--- src/rtl/q_learn_pkg.sv ---
// Shared types and constants for the Q-learning grid environment.
package q_learn_pkg;

  localparam int unsigned GRID_DIM   = 5;
  localparam int unsigned NUM_STATES = 25;

  typedef logic [4:0]        state_t;
  typedef logic signed [7:0] reward_t;

  // Code 25 sits just past the last cell and marks the absorbing goal.
  localparam state_t TERMINAL_STATE = 5'd25;

  typedef enum logic [1:0] {
    ACT_UP    = 2'd0,
    ACT_RIGHT = 2'd1,
    ACT_DOWN  = 2'd2,
    ACT_LEFT  = 2'd3
  } action_e;

endpackage

--- src/rtl/grid_env_step_grid_move.sv ---
// Combinational move generator: (cur_state, action) -> (candidate, off_grid).
// When the move leaves the grid the candidate is the current cell.
module grid_move
  import q_learn_pkg::*;
(
  input  logic [4:0] cur_state,
  input  logic [1:0] action,
  output logic [4:0] candidate,
  output logic       off_grid
);

  localparam logic [4:0] Dim  = 5'(GRID_DIM);
  localparam logic [4:0] Last = 5'(GRID_DIM - 1);

  logic [4:0] row;
  logic [4:0] col;

  // Decode row/column and pick the neighbouring cell for the requested action.
  always_comb begin
    row       = cur_state / Dim;
    col       = cur_state % Dim;
    candidate = cur_state;
    off_grid  = 1'b0;
    unique case (action_e'(action))
      ACT_UP: begin
        if (row == 5'd0) off_grid = 1'b1;
        else             candidate = cur_state - Dim;
      end
      ACT_RIGHT: begin
        if (col == Last) off_grid = 1'b1;
        else             candidate = cur_state + 5'd1;
      end
      ACT_DOWN: begin
        if (row == Last) off_grid = 1'b1;
        else             candidate = cur_state + Dim;
      end
      ACT_LEFT: begin
        if (col == 5'd0) off_grid = 1'b1;
        else             candidate = cur_state - 5'd1;
      end
    endcase
  end

endmodule

--- src/rtl/grid_env_step.sv ---
// 5x5 grid environment step: epsilon-greedy action pick from a 16-bit Galois
// LFSR, move/reward evaluation, registered step result with a one-cycle strobe.
// Optional obstacle checking is enabled by defining GRID_ENV_OBSTACLE_EN.
module grid_env_step
  import q_learn_pkg::*;
#(
  parameter logic [4:0]        START_STATE   = 5'd0,
  parameter logic [4:0]        GOAL_STATE    = 5'd24,
  parameter logic [24:0]       OBSTACLE_MASK = 25'h0041040,
  parameter logic signed [7:0] REWARD_GOAL   = 8'sd100,
  parameter logic signed [7:0] REWARD_WALL   = -8'sd10,
  parameter logic signed [7:0] REWARD_STEP   = -8'sd1,
  parameter logic [15:0]       LFSR_SEED     = 16'hACE1
) (
  input  logic       clk,
  input  logic       rst,
  input  logic       act_valid,
  input  logic [1:0] greedy_action,
  input  logic [7:0] epsilon_in,
  input  logic       change_iteration,
  input  logic       done,
  output logic [4:0] state_out,
  output logic [1:0] action_out,
  output logic [4:0] next_state,
  output logic [7:0] reward,
  output logic       out_valid
);

  state_t      cur_state;
  logic [15:0] lfsr;
  logic [15:0] lfsr_next;
  logic [1:0]  action;
  logic [4:0]  candidate;
  logic        off_grid;
  logic        blocked;
  state_t      move_state;
  logic [7:0]  move_reward;
  logic        accept;

  // Epsilon-greedy pick and LFSR successor (taps x^16+x^14+x^13+x^11+1).
  always_comb begin
    action    = (lfsr[7:0] < epsilon_in) ? lfsr[9:8] : greedy_action;
    lfsr_next = {1'b0, lfsr[15:1]} ^ (lfsr[0] ? 16'hB400 : 16'h0000);
  end

  grid_move u_grid_move (
    .cur_state (cur_state),
    .action    (action),
    .candidate (candidate),
    .off_grid  (off_grid)
  );

`ifdef GRID_ENV_OBSTACLE_EN
  assign blocked = off_grid | OBSTACLE_MASK[candidate];
`else
  // Mask is deliberately ignored in this build; only grid edges block.
  logic unused_obstacle_mask;
  assign unused_obstacle_mask = ^OBSTACLE_MASK;
  assign blocked = off_grid;
`endif

  // Resolve the move into the resulting cell and its reward.
  always_comb begin
    move_state  = cur_state;
    move_reward = REWARD_WALL;
    if (!blocked) begin
      if (candidate == GOAL_STATE) begin
        move_state  = TERMINAL_STATE;
        move_reward = REWARD_GOAL;
      end else begin
        move_state  = candidate;
        move_reward = REWARD_STEP;
      end
    end
  end

  assign accept = act_valid && !done && !change_iteration && (cur_state != TERMINAL_STATE);

  // Step register: rst > done > change_iteration > accepted step.
  always_ff @(posedge clk) begin
    if (rst) begin
      cur_state  <= START_STATE;
      state_out  <= 5'd0;
      action_out <= 2'd0;
      next_state <= START_STATE;
      reward     <= 8'd0;
      out_valid  <= 1'b0;
      lfsr       <= LFSR_SEED;
    end else if (done) begin
      out_valid <= 1'b0;
    end else if (change_iteration) begin
      cur_state  <= START_STATE;
      next_state <= START_STATE;
      out_valid  <= 1'b0;
    end else if (accept) begin
      cur_state  <= move_state;
      state_out  <= cur_state;
      action_out <= action;
      next_state <= move_state;
      reward     <= move_reward;
      out_valid  <= 1'b1;
      lfsr       <= lfsr_next;
    end else begin
      out_valid <= 1'b0;
    end
  end

endmodule

--- config.mk ---
export PLATFORM = sky130hd
export DESIGN_NAME = grid_env_step
export DESIGN_NICKNAME = d
export VERILOG_FILES = /design/src/rtl/q_learn_pkg.sv /design/src/rtl/grid_env_step_grid_move.sv /design/src/rtl/grid_env_step.sv
export SDC_FILE = /design/constraint.sdc
export NUM_CORES = 1
export LEC_CHECK = 0
export ABC_CLOCK_PERIOD_IN_PS = 3100
export CORE_MARGIN = 3
export CORE_UTILIZATION = 54
export DETAILED_ROUTE_END_ITERATION = 6
export PLACE_DENSITY_LB_ADDON = 0.3
export SETUP_SLACK_MARGIN = 0.15
export SYNTH_ARGS = -nofsm -noshare
export SYNTH_HDL_FRONTEND = slang
export SYNTH_SLANG_ARGS = --single-unit
--- constraint.sdc ---
create_clock -name clk -period 3.1 [get_ports clk]
set_input_delay 0.465 -clock clk [delete_from_list [all_inputs] [get_ports clk]]
set_output_delay 0.465 -clock clk [all_outputs]
set_load 0.02 [all_outputs]
==> summary.txt <==
Outcome
  • Outcome: complete, no violations

Clock tree
  • Clock latency at the later pin of the worst-skew pair: 0.29 ns
  • TritonCTS clock tree: yes
  • H-tree depth reported by CTS: 2
  • Cts-stage hold buffer count: 0
  • Clk Tree Root Cell: sky130_fd_sc_hd__clkbuf_8
  • CTS buffer count: 5
  • Clock tree buffer depth: 2
  • Number of clock sinks: 32
  • Clock input transition at the sequential cells of the worst setup and hold paths: 0.06 ns

Timing
  • Clock period minus final worst setup slack: 2.97 ns
  • Final-layout setup total negative slack: 0 ns
  • Post-route clock period utilization: 95.9%
  • Fmax: 337 MHz
  • Final Hold Viols: 0
  • Worst slew pin tran: 0.890 ns
  • Fin. max-slew vios: 0
  • Setup repair after global routing missed its margin: true
  • Clock tree skew after final layout: 0.00311 ns
  • Setup violators final: 0
  • Worst rel slew slack: 40.5%

Finish
  • Layout filler cell count: 262
  • Most common library cell in the layout ignoring fill and taps: sky130_fd_sc_hd__nand2_1
  • Count of non-filler cells in the finished layout: 421
  • Commonest non-fill, non-tap cells in the layout: 51 x sky130_fd_sc_hd__nand2_1, 42 x sky130_fd_sc_hd__buf_4, 28 x sky130_fd_sc_hd__dfxtp_1
  • Area growth from synthesis to layout: 45.7%
  • Ant diodes: 0
  • Share of final-layout standard cells stronger than drive strength 1: 30.5%
  • Total Nets Final: 398

Place
  • Cells after DPL: 401
  • HPWL after detailed placement: 4670 µm
  • Gp weighted congestion: 0.938
  • Port Buffer Count: 35

Synth
  • Main combinational cell family by area after synthesis: compound AO/OA/AOI/OAI gates
  • Post-synthesis net count: 333
  • Cell types occupying the most area after synthesis: sky130_fd_sc_hd__dfxtp_1 28%, sky130_fd_sc_hd__nand2_1 8.5%, sky130_fd_sc_hd__ha_1 6.5%
  • Post-synth ARST share: 0%
  • Post-synth top area share: 27.8%
  • Library cell occupying the most area in the post-synthesis netlist: sky130_fd_sc_hd__dfxtp_1
  • Count of synthesis-stage warnings from yosys: 0
  • Fraction of the mapped netlist area in compound gates: 28.5%
  • Share of the synthesized netlist area taken by xor and xnor gates: 1.90%
  • Fraction of the mapped netlist area in simple logic gates: 25.3%
  • Share of synthesized area spent on multiplexers: 1.79%
  • Top_reg_cell synth: sky130_fd_sc_hd__dfxtp_1
  • Synth Area per Inst: 7.53 µm²
  • Library cells used by synthesis: 61
  • Synth Cell Area: 2300 µm²
  • Adder-Cell Fraction of Synth Area: 6.51%
  • Post-synth EDFFs: 0
  • Flip-flop and latch count after synthesis: 32
  • Gate count of the mapped netlist: 306
  • Portion of the post-synthesis area used by sequential elements: 27.8%

Drt
  • Final WL: 7180 µm
  • Vias after detailed routing: 2546
  • Iteration count of the initial detailed-routing pass: 5
  • First DRT Iteration DRCs: 194
  • Routed length per placed instance: 17.1 µm
  • DRC errors left: 0
  • Routed via count divided by cell count: 6.05
  • Antenna Nets Post-Route: 0

Worst hold path
  • HP Class: reg -> reg

Global route
  • Number of global-route vias before repair: 2319
  • Number of antenna violations at the first check in global routing: 0
  • Largest net degree at the start of global routing: 27
  • All-Layer GR Usage: 26.9%
  • Global-route wire length before repair: 11000 µm
  • Total gr overflow: 0

Worst setup path
  • Critical Path Start Type: register
  • Number of buffer and inverter stages on the critical path: 2
  • Maximum single-stage delay on the critical path: 0.56 ns
  • CP required: 3.23 ns
  • Type of the setup path with the least slack: reg -> reg
  • Most Frequent Cell on Critical Path: sky130_fd_sc_hd__buf_6
  • List of cells traversed by the critical path: ha_4 -> o21a_1 -> nor2_4 -> o21a_4 -> buf_6 -> or4_4 -> buf_6 -> and2_4 -> a41oi_4 -> nand2b_4 -> nor4_4 -> a211oi_2
  • Signal arrival time at the worst endpoint: 3.10 ns
  • Biggest fanout along the worst timing path: 4
  • Kind of cell adding the most delay to the critical path: simple AND/OR/NAND/NOR gates
  • Worst setup EP type: register
  • Critical path's slowest cell: sky130_fd_sc_hd__or4_4

Floorplan
  • Count of boundary I/O pins: 36
  • Die outline area: 5090 µm²
  • Std-Cell Core Area: 4060 µm²
  • Number of rows created at floorplan: 23
  • Die width: 71.3 µm
  • Starting Density: 56.8%
  • Die extent in y: 71.3 µm

Power
  • Static leakage: 1.29 nW
  • PnR Total Power: 1.12 mW
  • Power density over the cells: 334 nW/µm²
  • Worst vdd rail ir drop: 0.000327 V

Flow run
  • Max-capacitance violation count: 0
layer usage:
layer / vias up / part of all wire (%) / global-route usage [%]
li1: 1227 / - / -
met1: 1202 / 41 / 33.9
met2: 105 / 51 / 46.4
met3: 12 / 7.3 / 6.45
met4: 0 / 1.3 / 6.26
met5: - / 0 / 0
worst min-delay path, stage by stage, from the launching register on:
cell and delay, ns:
sky130_fd_sc_hd__dfxtp_1 0.31, sky130_fd_sc_hd__nand2_1 0.05, sky130_fd_sc_hd__a21oi_1 0.05
stage by stage:
stage	util, %	worst slack (ns)	area [µm²]	hold slack [ns]
2_1_floorplan	-	0.206	2300	0.432
3_3_place_gp	70.6	-0.371	2870	0.443
3_5_place_dp	70.6	-0.441	2870	0.448
4_1_cts	78.4	0.205	3180	0.455
5_1_grt	82.8	0.0392	3360	0.485
6_report	82.8	0.128	3360	0.459
path summary, 6_finish.rpt:
| path | startpoint | endpoint | slack, ns | cells past startpoint |
|---|---|---|---|---|
| min | lfsr[10]$_SDFFE_PP1P_ | lfsr[9]$_SDFFE_PP0P_ | 0.46 | 2 |
| max | lfsr[3]$_SDFFE_PP0P_ | reward[4]$_SDFFE_PP0P_ | 0.13 | 12 |
| min reg2reg | lfsr[10]$_SDFFE_PP1P_ | lfsr[9]$_SDFFE_PP0P_ | 0.46 | 2 |
| max reg2reg | lfsr[3]$_SDFFE_PP0P_ | reward[4]$_SDFFE_PP0P_ | 0.13 | 12 |
sequential cells by signal (all words and copies together) (netlist names):
register / count
action_out: 2
cur_state: 5
lfsr: 16
out_valid: 1
reward: 3
state_out: 5
cell type report:
class                   instances  area (µm²)  share of cell area, %
repair buffers                 85         738                   22.0
well taps                      50        62.6                   1.86
clock buffers                   6        72.6                   2.16
flip-flops and latches         32         651                   19.4
clock inverters                 1        5.00                  0.149
inverters                      16        60.1                   1.79
multi-input cells             231        1770                   52.7
cells in the mapped netlist (3+ instances only):
master / count
sky130_fd_sc_hd__mux2i_1: 3
sky130_fd_sc_hd__a21o_1: 3
sky130_fd_sc_hd__nand2_1: 52
sky130_fd_sc_hd__nor4_1: 3
sky130_fd_sc_hd__a221oi_1: 6
sky130_fd_sc_hd__o211ai_1: 3
sky130_fd_sc_hd__nor2_1: 21
sky130_fd_sc_hd__inv_1: 15
sky130_fd_sc_hd__ha_1: 12
sky130_fd_sc_hd__nand3b_1: 8
sky130_fd_sc_hd__nand2b_1: 5
sky130_fd_sc_hd__dfxtp_1: 32
sky130_fd_sc_hd__nand3_1: 6
sky130_fd_sc_hd__a31oi_1: 5
sky130_fd_sc_hd__xnor2_1: 5
sky130_fd_sc_hd__o21a_1: 4
sky130_fd_sc_hd__a21oi_1: 24
sky130_fd_sc_hd__or4_1: 4
sky130_fd_sc_hd__a211oi_1: 8
sky130_fd_sc_hd__clkbuf_1: 18
sky130_fd_sc_hd__o2bb2ai_1: 3
sky130_fd_sc_hd__o21ai_0: 15
sky130_fd_sc_hd__buf_4: 5
where the power goes:
part	leakage, nW	switching [mW]	internal, mW
clock	0.0410	0.150	0.152
combinational	0.984	0.184	0.198
sequential	0.263	0.0148	0.424
repair_timing:
| action | in CTS | in global routing |
|---|---|---|
| buffers inserted | 3 | 10 |
| pin swaps | 21 | 21 |
| gates resized for setup | 54 | 33 |
| endpoints found under the setup margin | 7 | 7 |
logic make-up (layout without fill, tap and decap cells):
| group | Yosys count | after routing |
|---|---|---|
| buffers and inverters | 43 | 108 |
| adder cells (fa/ha/maj) | 12 | 12 |
| AO/OA/AOI/OAI | 94 | 94 |
| multiplexers | 4 | 4 |
| flip-flops | 32 | 32 |
| XOR/XNOR | 5 | 5 |
| AND/OR/NAND/NOR | 116 | 116 |
No activity file was read; power rests on OpenSTA's default activity.
